<file path="src/rtl/apb_reg_bank_pkg.sv">
// Shared types and constants for the APB configuration register bank.
// Register indices, STATUS/CTRL bit positions and address decode geometry.
package apb_reg_bank_pkg;

  typedef enum logic [1:0] {
    IDLE = 2'd0,
    WAIT = 2'd1,
    RESP = 2'd2
  } state_t;

  localparam int IDX_CTRL     = 0;
  localparam int IDX_DATA_IN  = 1;
  localparam int IDX_CW_WIDTH = 2;
  localparam int IDX_NOISE    = 3;

  localparam int ST_DONE = 0;
  localparam int ST_BUSY = 1;

  localparam int CTRL_START  = 0;
  localparam int CTRL_IRQ_EN = 1;

  localparam int ADDR_LSB = 2;
  localparam int IDX_W    = 4;

endpackage

</file>
<file path="src/rtl/apb_reg_bank_access_ctrl.sv">
// APB transfer sequencer: paces wait states and raises a single-cycle commit
// strobe, followed by a registered one-cycle PREADY.
module apb_access_ctrl
  import apb_reg_bank_pkg::*;
#(
  parameter int WAIT_STATES = 0
) (
  input  logic clk,
  input  logic rst,
  input  logic psel,
  input  logic penable,
  output logic commit_o,
  output logic pready_o
);

  localparam logic [3:0] WS = 4'(WAIT_STATES);

  state_t     state_q, state_d;
  logic [3:0] cnt_q, cnt_d;
  logic       pready_q, pready_d;

  always_ff @(posedge clk or negedge rst) begin
    if (!rst) begin
      state_q  <= IDLE;
      cnt_q    <= '0;
      pready_q <= 1'b0;
    end else begin
      state_q  <= state_d;
      cnt_q    <= cnt_d;
      pready_q <= pready_d;
    end
  end

  always_comb begin
    state_d = state_q;
    cnt_d   = cnt_q;
    case (state_q)
      IDLE: begin
        if (psel && penable) begin
          state_d = WAIT;
          cnt_d   = '0;
        end
      end
      WAIT: begin
        // A master dropping PSEL mid-transfer abandons it without a commit.
        if (!psel) begin
          state_d = IDLE;
          cnt_d   = '0;
        end else if (cnt_q == WS) begin
          state_d = RESP;
        end else begin
          cnt_d = cnt_q + 4'd1;
        end
      end
      RESP:    state_d = IDLE;
      default: state_d = IDLE;
    endcase
  end

  always_comb begin
    commit_o = (state_q == WAIT) && psel && (cnt_q == WS);
    pready_d = commit_o;
  end

  assign pready_o = pready_q;

endmodule

</file>
<file path="src/rtl/apb_reg_bank.sv">
// APB slave register bank for the codec: RW configuration registers, a
// read-only STATUS word, start pulse generation and a sticky done interrupt.
module apb_reg_bank
  import apb_reg_bank_pkg::*;
#(
  parameter int AMBA_ADDR_WIDTH = 32,
  parameter int AMBA_WORD       = 32,
  parameter int NUM_REGS        = 4,
  parameter int WAIT_STATES     = 0
) (
  input  logic                          clk,
  input  logic                          rst,
  input  logic [AMBA_ADDR_WIDTH-1:0]    PADDR,
  input  logic [AMBA_WORD-1:0]          PWDATA,
  input  logic [AMBA_WORD/8-1:0]        PSTRB,
  input  logic                          PSEL,
  input  logic                          PENABLE,
  input  logic                          PWRITE,
  output logic [AMBA_WORD-1:0]          PRDATA,
  output logic                          PREADY,
  output logic                          PSLVERR,
  output logic [NUM_REGS*AMBA_WORD-1:0] regs_o,
  output logic                          start_o,
  input  logic                          core_busy_i,
  input  logic                          core_done_i,
  output logic                          irq_o
);

  localparam int             NB         = AMBA_WORD / 8;
  localparam logic [IDX_W-1:0] STATUS_IDX = IDX_W'(NUM_REGS);

  logic [AMBA_WORD-1:0] regs_q [NUM_REGS];
  logic [AMBA_WORD-1:0] regs_d [NUM_REGS];
  logic [AMBA_WORD-1:0] prdata_q, prdata_d, rd_word;
  logic                 pslverr_q, pslverr_d;
  logic                 start_q, start_d;
  logic                 done_q, done_d;
  logic                 irq_q, irq_d;
  logic                 commit;
  logic [IDX_W-1:0]     idx;
  logic                 addr_ok, is_rw, is_status, wr_ok;
  logic                 unused_addr;

  apb_access_ctrl #(
    .WAIT_STATES(WAIT_STATES)
  ) u_access_ctrl (
    .clk      (clk),
    .rst      (rst),
    .psel     (PSEL),
    .penable  (PENABLE),
    .commit_o (commit),
    .pready_o (PREADY)
  );

  // Address bits above the index field are not decoded.
  assign unused_addr = ^PADDR[AMBA_ADDR_WIDTH-1:ADDR_LSB+IDX_W];

  assign idx       = PADDR[ADDR_LSB +: IDX_W];
  assign addr_ok   = (PADDR[1:0] == 2'b00);
  assign is_rw     = addr_ok && (idx < STATUS_IDX);
  assign is_status = addr_ok && (idx == STATUS_IDX);
  assign wr_ok     = commit && PWRITE && is_rw && !core_busy_i;

  always_comb begin
    regs_d = regs_q;
    for (int i = 0; i < NUM_REGS; i++) begin
      for (int b = 0; b < NB; b++) begin
        if (wr_ok && (idx == IDX_W'(i)) && PSTRB[b]) begin
          regs_d[i][b*8 +: 8] = PWDATA[b*8 +: 8];
        end
      end
    end
  end

  always_comb begin
    rd_word = '0;
    if (is_rw) begin
      for (int i = 0; i < NUM_REGS; i++) begin
        if (idx == IDX_W'(i)) rd_word = regs_q[i];
      end
    end else if (is_status) begin
      rd_word[ST_BUSY] = core_busy_i;
      rd_word[ST_DONE] = done_q;
    end
  end

  always_comb begin
    prdata_d  = prdata_q;
    pslverr_d = 1'b0;
    start_d   = 1'b0;
    if (commit) begin
      if (PWRITE) begin
        pslverr_d = !(is_rw && !core_busy_i);
        start_d   = wr_ok && (idx == IDX_W'(IDX_CTRL)) && PSTRB[0] && PWDATA[CTRL_START];
      end else begin
        prdata_d  = rd_word;
        pslverr_d = !(is_rw || is_status);
      end
    end
    // A done pulse in the same cycle as the clearing STATUS read keeps the flag.
    done_d = core_done_i || (done_q && !(commit && !PWRITE && is_status));
    irq_d  = done_q && regs_q[IDX_CTRL][CTRL_IRQ_EN];
  end

  always_ff @(posedge clk or negedge rst) begin
    if (!rst) begin
      for (int i = 0; i < NUM_REGS; i++) regs_q[i] <= '0;
      prdata_q  <= '0;
      pslverr_q <= 1'b0;
      start_q   <= 1'b0;
      done_q    <= 1'b0;
      irq_q     <= 1'b0;
    end else begin
      regs_q    <= regs_d;
      prdata_q  <= prdata_d;
      pslverr_q <= pslverr_d;
      start_q   <= start_d;
      done_q    <= done_d;
      irq_q     <= irq_d;
    end
  end

  for (genvar gi = 0; gi < NUM_REGS; gi++) begin : g_regs_out
    assign regs_o[gi*AMBA_WORD +: AMBA_WORD] = regs_q[gi];
  end

  assign PRDATA  = prdata_q;
  assign PSLVERR = pslverr_q;
  assign start_o = start_q;
  assign irq_o   = irq_q;

endmodule

</file>
<file path="config.mk">
export PLATFORM = sky130hd
export DESIGN_NAME = apb_reg_bank
export DESIGN_NICKNAME = d
export VERILOG_FILES = /design/src/rtl/apb_reg_bank_pkg.sv /design/src/rtl/apb_reg_bank_access_ctrl.sv /design/src/rtl/apb_reg_bank.sv
export SDC_FILE = /design/constraint.sdc
export NUM_CORES = 1
export LEC_CHECK = 0
export CAP_MARGIN = 25
export CORE_MARGIN = 5
export CORE_UTILIZATION = 47
export CTS_CLUSTER_DIAMETER = 150
export DETAILED_ROUTE_END_ITERATION = 6
export GPL_ROUTABILITY_DRIVEN = 1
export PLACE_DENSITY = 0.86
export RECOVER_POWER = 100
export SYNTH_ARGS = -nofsm -noshare
export SYNTH_HDL_FRONTEND = slang
export SYNTH_SLANG_ARGS = --single-unit
</file>
<file path="constraint.sdc">
create_clock -name clk -period 2.45 [get_ports clk]
set_input_delay 0.735 -clock clk [delete_from_list [all_inputs] [get_ports clk]]
set_output_delay 0.735 -clock clk [all_outputs]
set_load 0.01 [all_outputs]
</file>
==> results.sh, run 1 <==
export IMPL_outcome="complete, but fails checks"
export IMPL_failed_checks="negative setup slack"
export IMPL_stdcell_area_um2=11000
export IMPL_syn_avg_cell_area_um2=13.3
export IMPL_dr_pass1_iters=4
export IMPL_critPathBufInv=2
export IMPL_synth_cells=572
export IMPL_dieArea_um2=18900
export IMPL_via_per_inst=5.59
export IMPL_clkSinkCount=171
export IMPL_grtUsageMet2=0.394
export IMPL_synth_top_family_by_area="multiplexers"
export IMPL_required_ns=2.74
export IMPL_reg2regPathDepth=7
export IMPL_synthArstFlopShare=1.00
export IMPL_first_global_vias=6355
export IMPL_port_buffers=212
export IMPL_critPathKind="in -> reg"
export IMPL_synth_seq_cells=171
export IMPL_reg2reg_to="regs_o[36]"
export IMPL_synth_fp_nets=649
export IMPL_muxShareOfSynthArea=0.195
export IMPL_postCtsSetupBuffers=0
export IMPL_tritoncts="done"
export IMPL_finalMaxSlewViolations=0
export IMPL_grt_pass1_wl_mm=34.8
export IMPL_synth_area_top_cells="dfrtp_1 56%, mux2_2 18%, a22o_1 3.3%, nand4_4 2.8%, a211oi_1 2.8%"
export IMPL_yosys_area_top_type="dfrtp_1"
export IMPL_cp_end_kind="flop"
export IMPL_placed_cell_area_um2=10400
export IMPL_synthSimpleGateAreaFrac=0.115
export IMPL_antenna_found_initial=2
export IMPL_grt_max_degree=53
export IMPL_yosys_area_share_xor_xnor=0.00230
export IMPL_crit_arrival_ns=2.74
export IMPL_drt_total_wl_mm=22.5
export IMPL_crit_fanout=12
export IMPL_ios=239
export IMPL_cts_buffer_depth=2
export IMPL_synth_distinct_cells=49
export IMPL_holdCritStartpoint="PRDATA[30]"
export IMPL_insertion_delay_ns=0.42
export IMPL_vias=5901
export IMPL_grt_ovfl_total=0
export IMPL_r2r_start="u_access_ctrl.cnt_q[0]"
export IMPL_met1_usage=0.317
export IMPL_drt_iter0_markers=292
export IMPL_ys_warn_count=0
export IMPL_synth_edf_count=0
export IMPL_worst_pin_slew_ns=1.18
export IMPL_place_ws_ns=-0.408
export IMPL_irDropWorstVdd_uv=473
export IMPL_power_mw=6.28
export IMPL_busiest_layer="met2"
export IMPL_die_y_um=137
export IMPL_min_period_ns=2.45
export IMPL_place_hpwl_mm=15.9
export IMPL_maxCapViolations=0
export IMPL_start_kind="input pin"
export IMPL_synth_compound_area_share=0.102
export IMPL_start_util=0.480
export IMPL_finalWorstSetupSlack_ns=-0.00460
export IMPL_met3_usage=0.0625
export IMPL_htreeDepth=4
export IMPL_postRouteAntennaNets=0
export IMPL_synth_top_area_share=0.561
export IMPL_area_growth_pct=43.9
export IMPL_crit_path_top_delay_cell="dlygate4sd3_1"
export IMPL_drive_above_1_share=0.272
export IMPL_drc=0
export IMPL_startpoint="PSEL"
export IMPL_p_per_area_nw_per_um2=572
export IMPL_hp_class="reg -> reg"
export IMPL_core_um2=15900
export IMPL_crit_chain="dlygate4sd3_1 > and3b_1 > and4_1 > buf_12 > nand4_4 > mux2_1"
export IMPL_cts_root_buffer="clkbuf_16"
export IMPL_setup_violations=1
export IMPL_min_path_cells=2
export IMPL_layout_nets=904
export IMPL_row_count=46
export IMPL_timing_fmax_mhz=407
export IMPL_critical_path_top_delay_family="buffers and inverters"
export IMPL_max_slew_margin=0.215
export IMPL_rrSetupSlack_ns=0.18
export IMPL_hold_worst_slack_ns=0.497
export IMPL_synthAdderAreaFrac=0.00328
export IMPL_dieWidth_um=137
export IMPL_post_route_util=0.691
export IMPL_finalClockSkew_ns=0.00752
export IMPL_crit_path_max_incr_delay_ns=0.61
export IMPL_synth_main_ff_cell="dfrtp_1"
export IMPL_leakage_nw=5.11
export IMPL_gp_congestion=0.856
export IMPL_ys_seq_area_frac=0.561
export IMPL_wire_per_inst_um=21.3
export IMPL_hold_viol_final=0
export IMPL_cts_clk_slew_worst_paths_ns=0.06
export IMPL_syn_area_um2=7630
export IMPL_grt_usage=0.242
export IMPL_min_period_over_period=1.00
export IMPL_cts_made_buffers=17
export IMPL_antennaDiodeCount=0
export IMPL_hold_end="PRDATA[30]"
[cell families after synthesis]
family | after synthesis
muxes | 131
DFF | 171
xor gates and xnor gates | 2
adders and majority gates | 2
buffers and inverters | 38
and+or+nand+nor | 123
AOI/OAI and AO/OA | 105
[state kept, by name, indices dropped and copies added (netlist names)]
register and cells:
regs_o 128, irq_o 1, PRDATA 32, done_q 1, u_access_ctrl.cnt_q 4, PSLVERR 1
u_access_ctrl.state_q 2, start_o 1, u_access_ctrl.pready_o 1
[placed cells by master, fill, tap and decap left out, types with 14 or more instances in the layout]
cell             synthesis  routed
a211oi_1                28      28
buf_4                    0      44
nand2_1                 14      14
clkdlybuf4s50_1          0     208
dfrtp_1                171     171
o22ai_1                 29      29
mux2_2                 120     120
a22o_1                  29      29
nor2b_1                 31      31
nor2_1                  35      35
clkbuf_16                0      17
[tightest hold or removal path: cells and delay by family (launching register included)]
kind             cells  cell delay, ns
flip-flops           1            0.35
AND/OR/NAND/NOR      2            0.11
[layout make-up]
type                            count  area, µm²
Tap cell                          216        270
Sequential cell                   171       4280
Fill cell                        1122       4910
Multi-Input combinational cell    363       3200
Timing Repair Buffer              266       2560
Inverter                            8       30.0
Clock buffer                       21        470
Clock inverter                     10        164
[what timing repair did]
action	4_1_cts	5_1_grt
hold buffers	0	0
resized for setup	0	3
endpoints found under the setup margin	0	31
[through the flow]
stage,TNS (ns),instances
after CTS,0,1055
after global placement,-47.46,1024
final,-0.00460,1055
after detailed placement,-50.05,1024
after floorplan,0,572
after global routing,-0.0503,1055
[worst max-delay path by stage]
stage	slack, ns	to	cells after the start
3_3_place_gp	-0.38	regs_o[107]	7
3_5_place_dp	-0.41	regs_o[117]	7
4_1_cts	0.01	regs_o[117]	7
2_1_floorplan	0.22	regs_o[32]	6
6_report	-0.005	regs_o[36]	6
5_1_grt	-0.02	regs_o[36]	6
[cells in the mapped netlist, types with 2 or more instances]
library cell	n
dfrtp_1	171
nor3_2	4
mux2_1	9
nand2_1	14
o22ai_1	29
a22o_1	29
nand4_4	10
mux2_2	120
nand3b_1	2
nor2_1	35
o21ai_0	6
a21oi_1	2
clkbuf_1	21
nand4_2	3
or4bb_1	2
a211oi_1	28
and2_1	3
buf_2	7
nor2b_1	31
nand3_1	2
xnor2_1	2
nor3_1	3
ha_1	2
inv_1	8
a2111oi_0	2
o31ai_1	2
and3_1	2
nand2b_1	2
[report_power, final]
| group | switching, mW | internal (mW) |
|---|---|---|
| logic | 0.268 | 0.240 |
| registers | 0.0307 | 2.86 |
| clock network | 1.09 | 1.79 |
[layer usage]
metal  wire length (µm)  up-vias
met1               9360     3018
met3               1530       26
met4                274        4
met2              11300      214
li1                   -     2639
met5                 19        -
No activity file was read; power rests on OpenSTA's default activity.
==> run 2, diff against run 1 <==
--- a/config.mk
+++ b/config.mk
@@ -11,8 +11,10 @@
 export CTS_CLUSTER_DIAMETER = 150
 export DETAILED_ROUTE_END_ITERATION = 6
 export GPL_ROUTABILITY_DRIVEN = 1
+export GPL_TIMING_DRIVEN = 0
 export PLACE_DENSITY = 0.86
 export RECOVER_POWER = 100
+export SLEW_MARGIN = 20
 export SYNTH_ARGS = -nofsm -noshare
 export SYNTH_HDL_FRONTEND = slang
 export SYNTH_SLANG_ARGS = --single-unit
==> run 2 against run 1 <==
  * Design area is 0.99% lower
  * Via count is 0.12% higher
  * Largest cell class unchanged
  * Critical path type unchanged
  * The flow finishes with violations (max-capacitance violations, max-slew violations)
  * Worst hold slack worse by 0.0013 ns
  * Combinational power is 3% lower
  * Non-clock buffer count is 14 lower
  * Largest power group unchanged
  * Utilization is 0.69 points lower
==> results.sh, run 2 (synthesis results as in run 1) <==
export IMPL_outcome="complete, but fails checks"
export IMPL_failed_checks="max-capacitance violations, max-slew violations"
export IMPL_place_ws_ns=-1.10
export IMPL_finalMaxSlewViolations=73
export IMPL_crit_arrival_ns=2.74
export IMPL_tritoncts="done"
export IMPL_layout_nets=890
export IMPL_insertion_delay_ns=0.43
export IMPL_min_period_over_period=0.988
export IMPL_final_common_cell="clkdlybuf4s50_1"
export IMPL_critPathBufInv=3
export IMPL_hold_worst_slack_ns=0.495
export IMPL_start_util=0.480
export IMPL_cts_root_buffer="clkbuf_16"
export IMPL_hold_end="PRDATA[0]"
export IMPL_reg2regPathDepth=8
export IMPL_critPathKind="in -> reg"
export IMPL_dieWidth_um=137
export IMPL_r2r_start="u_access_ctrl.cnt_q[1]"
export IMPL_port_buffers=211
export IMPL_final_cells=1045
export IMPL_wire_per_inst_um=22.0
export IMPL_cts_hold_buf=0
export IMPL_crit_path_max_incr_delay_ns=0.37
export IMPL_drive_above_1_share=0.253
export IMPL_final_cell_mix="206 x clkdlybuf4s50_1, 171 x dfrtp_1, 119 x mux2_2"
export IMPL_postRouteAntennaNets=0
export IMPL_finalSetupTns_ns=0
export IMPL_die_y_um=137
export IMPL_min_path_cells=2
export IMPL_drt_total_wl_mm=23.0
export IMPL_finalClockSkew_ns=0.0124
export IMPL_hold_viol_final=0
export IMPL_finalWorstSetupSlack_ns=0.0289
export IMPL_clkSinkCount=171
export IMPL_hp_class="reg -> reg"
export IMPL_power_mw=6.04
export IMPL_setup_violations=0
export IMPL_leakage_nw=5.03
export IMPL_crit_chain="dlygate4sd2_1 > nor4_4 > and4_1 > buf_4 > bufbuf_16 > nand4_4 > mux2_4"
export IMPL_maxCapViolations=1
export IMPL_cts_made_buffers=17
export IMPL_vias=5908
export IMPL_holdCritStartpoint="PRDATA[0]"
export IMPL_first_global_vias=6023
export IMPL_htreeDepth=4
export IMPL_max_slew_margin=-0.231
export IMPL_place_hpwl_mm=15.6
export IMPL_antenna_found_initial=4
export IMPL_worst_pin_slew_ns=1.85
export IMPL_start_kind="input pin"
export IMPL_drt_iter0_markers=355
export IMPL_drc=0
export IMPL_cp_end_kind="flop"
export IMPL_placed_cell_area_um2=10000
export IMPL_grt_max_degree=100
export IMPL_min_period_ns=2.42
export IMPL_critical_path_top_delay_family="simple AND/OR/NAND/NOR gates"
export IMPL_stdcell_area_um2=10900
export IMPL_post_place_cells=1000
export IMPL_p_per_area_nw_per_um2=556
export IMPL_core_um2=15900
export IMPL_irDropWorstVdd_uv=446
export IMPL_rsz0062_at_grt="true"
export IMPL_rrSetupSlack_ns=0.16
export IMPL_dieArea_um2=18900
export IMPL_grt_usage=0.248
export IMPL_ios=239
export IMPL_crit_path_top_delay_cell="mux2_4"
export IMPL_cts_buffer_depth=2
export IMPL_grt_pass1_wl_mm=35.2
export IMPL_largest_reg_flops=128
export IMPL_crit_fanout=8
export IMPL_grt_ovfl_total=0
export IMPL_required_ns=2.76
export IMPL_reg2reg_to="regs_o[85]"
export IMPL_row_count=46
export IMPL_gp_congestion=0.841
export IMPL_area_growth_pct=42.5
export IMPL_dr_pass1_iters=5
export IMPL_via_per_inst=5.65
export IMPL_timing_fmax_mhz=413
export IMPL_cts_clk_slew_worst_paths_ns=0.06
export IMPL_post_route_util=0.684
run 2: how the worst max path moves through the flow:
stage | start | end | slack, ns | cells after the start
5_1_grt | PADDR[5] | regs_o[85] | -0.006 | 7
3_3_place_gp | rst | regs_o[18] | -6.26 | 1
2_1_floorplan | PADDR[1] | regs_o[32] | 0.22 | 6
4_1_cts | PADDR[3] | regs_o[90] | -0.09 | 6
3_5_place_dp | PADDR[2] | regs_o[107] | -1.10 | 5
6_report | PADDR[5] | regs_o[85] | 0.03 | 7
run 2: layout make-up:
type	instances	area (µm²)
Multi-Input combinational cell	363	3270
Inverter	8	30.0
Clock buffer	26	489
Sequential cell	171	4280
Fill cell	1197	5020
Buffer	30	170
Antenna cell	3	7.51
Tap cell	216	270
Clock inverter	6	86.3
Timing Repair Buffer	222	2270
run 2: power breakdown:
part | total [mW] | switching (mW) | internal [mW]
logic | 0.492 | 0.275 | 0.216
registers | 2.89 | 0.0293 | 2.86
clock network | 2.65 | 1.07 | 1.58
total | 6.04 | 1.38 | 4.66
run 2: what timing repair did:
item,in CTS,in global routing
setup endpoints to repair,162,136
setup buffers,7,2
pin swaps,5,2
cloned,1,0
gates resized for setup,26,25
hold endpoints to repair,0,0
run 2: worst register-to-register path: stages, from the launching register on:
cell and delay (ns):
dfrtp_1 0.40, inv_1 0.06, ha_1 0.15, nor3b_4 0.27
and4_1 0.24, buf_4 0.17, bufbuf_16 0.29, nand4_4 0.23
mux2_4 0.37
run 2: per-layer routing:
layer  track usage  vias up  wire length [µm]
met4        0.0743        4               394
li1              -     2623                 -
met2         0.399      216             11300
met5             0        -                21
met3        0.0763       39              1650
met1         0.324     3026              9630
==> run 3, diff against run 2 <==
--- a/config.mk
+++ b/config.mk
@@ -5,14 +5,14 @@
 export SDC_FILE = /design/constraint.sdc
 export NUM_CORES = 1
 export LEC_CHECK = 0
-export CAP_MARGIN = 25
-export CORE_MARGIN = 5
-export CORE_UTILIZATION = 47
+export CAP_MARGIN = 5
+export CORE_MARGIN = 10
+export CORE_UTILIZATION = 34
 export CTS_CLUSTER_DIAMETER = 150
 export DETAILED_ROUTE_END_ITERATION = 6
 export GPL_ROUTABILITY_DRIVEN = 1
 export GPL_TIMING_DRIVEN = 0
-export PLACE_DENSITY = 0.86
+export PLACE_DENSITY = 0.67
 export RECOVER_POWER = 100
 export SLEW_MARGIN = 20
 export SYNTH_ARGS = -nofsm -noshare
==> run 3 against run 2 <==
  * The run now ends clean
  * Die area up 53%
  * Utilization is 19 points lower
  * Clock power increased by 2%
  * Worst hold slack lost 0.0085 ns
  * Via count fell by 3.0%
  * Design area grew 0.22%
  * First-iteration DRC count shrank 3.9%
  * Setup slack better by 0.013 ns
  * Sequential share of layout area shrank 0.086 points
  * Cell count is 5.8% higher
  * Count of clock-buffer cells in the layout shrank 7
  * Critical path type unchanged
  * Largest power group unchanged
  * Highest routed layer is now met4
==> results.sh, run 3 (synthesis results as in run 1) <==
export IMPL_rsz0062_at_grt="false"
export IMPL_htreeDepth=4
export IMPL_worst_pin_slew_ns=1.21
export IMPL_p_comb_frac=0.079
export IMPL_port_buffers=211
export IMPL_insertion_delay_ns=0.42
export IMPL_antenna_found_initial=1
export IMPL_drt_total_wl_mm=25.4
export IMPL_cp_end_kind="flop"
export IMPL_grt_pass1_wl_mm=38.7
export IMPL_power_mw=6.07
export IMPL_place_hpwl_mm=17.8
export IMPL_hp_class="reg -> reg"
export IMPL_ff_latch_area_um2=4280
export IMPL_grt_max_degree=87
export IMPL_maxCapViolations=0
export IMPL_drc=0
export IMPL_dr_pass1_iters=5
export IMPL_setup_violations=0
export IMPL_required_ns=2.75
export IMPL_finalMaxSlewViolations=0
export IMPL_cts_clk_slew_worst_paths_ns=0.07
export IMPL_tritoncts="done"
export IMPL_p_per_area_nw_per_um2=557
export IMPL_min_period_over_period=0.983
export IMPL_power_frac_seq=0.476
export IMPL_p_int_mw=4.60
export IMPL_irDropWorstVdd_uv=427
export IMPL_dieArea_um2=28800
export IMPL_ios=239
export IMPL_clockPowerShare=0.445
export IMPL_drt_iter0_markers=341
export IMPL_start_kind="input pin"
export IMPL_leakage_nw=5.61
export IMPL_post_route_util=0.496
export IMPL_outcome="complete, no violations"
export IMPL_layout_nets=889
export IMPL_finalClockSkew_ns=0.00785
export IMPL_crit_chain="clkdlybuf4s50_1 > buf_2 > clkbuf_1 > mux4_2 > nand2_1 > nand2_1"
export IMPL_vias=5733
export IMPL_start_util=0.347
export IMPL_multiInputGateArea_um2=3220
export IMPL_via_per_inst=5.18
export IMPL_critPathKind="in -> reg"
export IMPL_hold_viol_final=0
export IMPL_core_um2=22000
export IMPL_area_growth_pct=42.8
export IMPL_largest_reg_flops=128
export IMPL_crit_fanout=10
export IMPL_crit_top_cell="nand2_1"
export IMPL_grt_ovfl_total=0
export IMPL_cts_root_buffer="clkbuf_16"
export IMPL_gp_congestion=0.801
export IMPL_wire_per_inst_um=22.9
export IMPL_first_global_vias=6131
export IMPL_timing_fmax_mhz=415
export IMPL_final_cell_mix="171 x dfrtp_1, 164 x dlygate4sd3_1, 119 x mux2_2"
export IMPL_die_y_um=170
export IMPL_dieWidth_um=170
export IMPL_cts_buffer_depth=2
export IMPL_grt_usage=0.176
export IMPL_placed_cell_area_um2=10100
export IMPL_cts_hold_buf=0
export IMPL_row_count=54
export IMPL_p_sw_mw=1.46
export IMPL_crit_arrival_ns=2.71
export IMPL_drive_above_1_share=0.253
export IMPL_cts_made_buffers=17
export IMPL_max_slew_margin=0.192
export IMPL_final_common_cell="dfrtp_1"
export IMPL_stdcell_area_um2=10900
export IMPL_min_period_ns=2.41
export IMPL_n_fill_cell=1941
export IMPL_crit_path_top_delay_cell="clkbuf_1"
export IMPL_p_sw_frac=0.241
export IMPL_crit_path_max_incr_delay_ns=0.65
export IMPL_postRouteAntennaNets=0
export IMPL_clkSinkCount=171
-- run 3: cell types whose count changed in the layout (fill, tap and decap cells not counted), moves of 3 or more --
cell	delta
mux2_4	-4
dlygate4sd3_1	+164
clkbuf_1	-5
nor3_2	+3
mux2_1	+4
clkbuf_4	+4
clkdlybuf4s50_1	-166
-- run 3: power by group through the flow --
stage	clock network, mW	registers [mW]	logic (mW)
6_report	2.70	2.89	0.479
5_1_grt	2.90	2.89	0.522
3_3_place_gp	0	2.94	0.486
2_1_floorplan	0	2.96	0.156
3_5_place_dp	0	2.94	0.496
4_1_cts	2.78	2.89	0.505
-- run 3: per-stage QoR --
step	hold WS [ns]	setup slack, ns	instances	TNS, ns
5_1_grt	0.516	0.00824	1105	0
4_1_cts	0.338	-0.0824	1103	-2.10
6_report	0.487	0.0415	1106	0
3_5_place_dp	0.473	-1.11	1064	-126.37
3_3_place_gp	0.466	-6.68	1063	-1265.12
2_1_floorplan	0.439	0.224	572	0
-- run 3: path summary, 6_finish.rpt --
check | start | end | slack, ns | depth (start not counted)
max | PADDR[3] | PRDATA[30] | 0.04 | 6
min | PRDATA[0] | PRDATA[0] | 0.49 | 2
max reg2reg | u_access_ctrl.cnt_q[0] | regs_o[32] | 0.12 | 8
min reg2reg | PRDATA[0] | PRDATA[0] | 0.49 | 2
max in group asynchronous | rst | regs_o[74] | 0.47 | 2
min in group asynchronous | rst | regs_o[123] | 0.58 | 1
-- run 3: layout make-up --
class / count / share of cell area
inverters: 8 / 0.00276
clock buffers: 19 / 0.0407
repair buffers: 221 / 0.206
multi-input cells: 363 / 0.296
well taps: 280 / 0.0322
flip-flops and latches: 171 / 0.393
diodes: 1 / 0.000230
plain buffers: 30 / 0.0167
clock inverters: 13 / 0.0130
-- run 3: worst max-delay path: cells and delay by family --
kind          cells  cell delay (ns)
buf+inv           3             1.42
mux               1             0.41
simple gates      2             0.14
-- run 3: what timing repair did --
action | in CTS | in global routing
gates resized for setup | 36 | 13
gates cloned | 1 | 0
setup endpoints to repair | 162 | 141
endpoints found under the hold margin | 0 | 0
pin swaps | 5 | 1
buffers inserted | 6 | 2
-- run 3: metal layers --
layer	routed length, µm	up-vias	GRT usage
li1	-	2614	-
met1	10800	2941	0.219
met2	12400	162	0.290
met3	1840	16	0.0619
met4	248	0	0.0359
met5	0	-	0
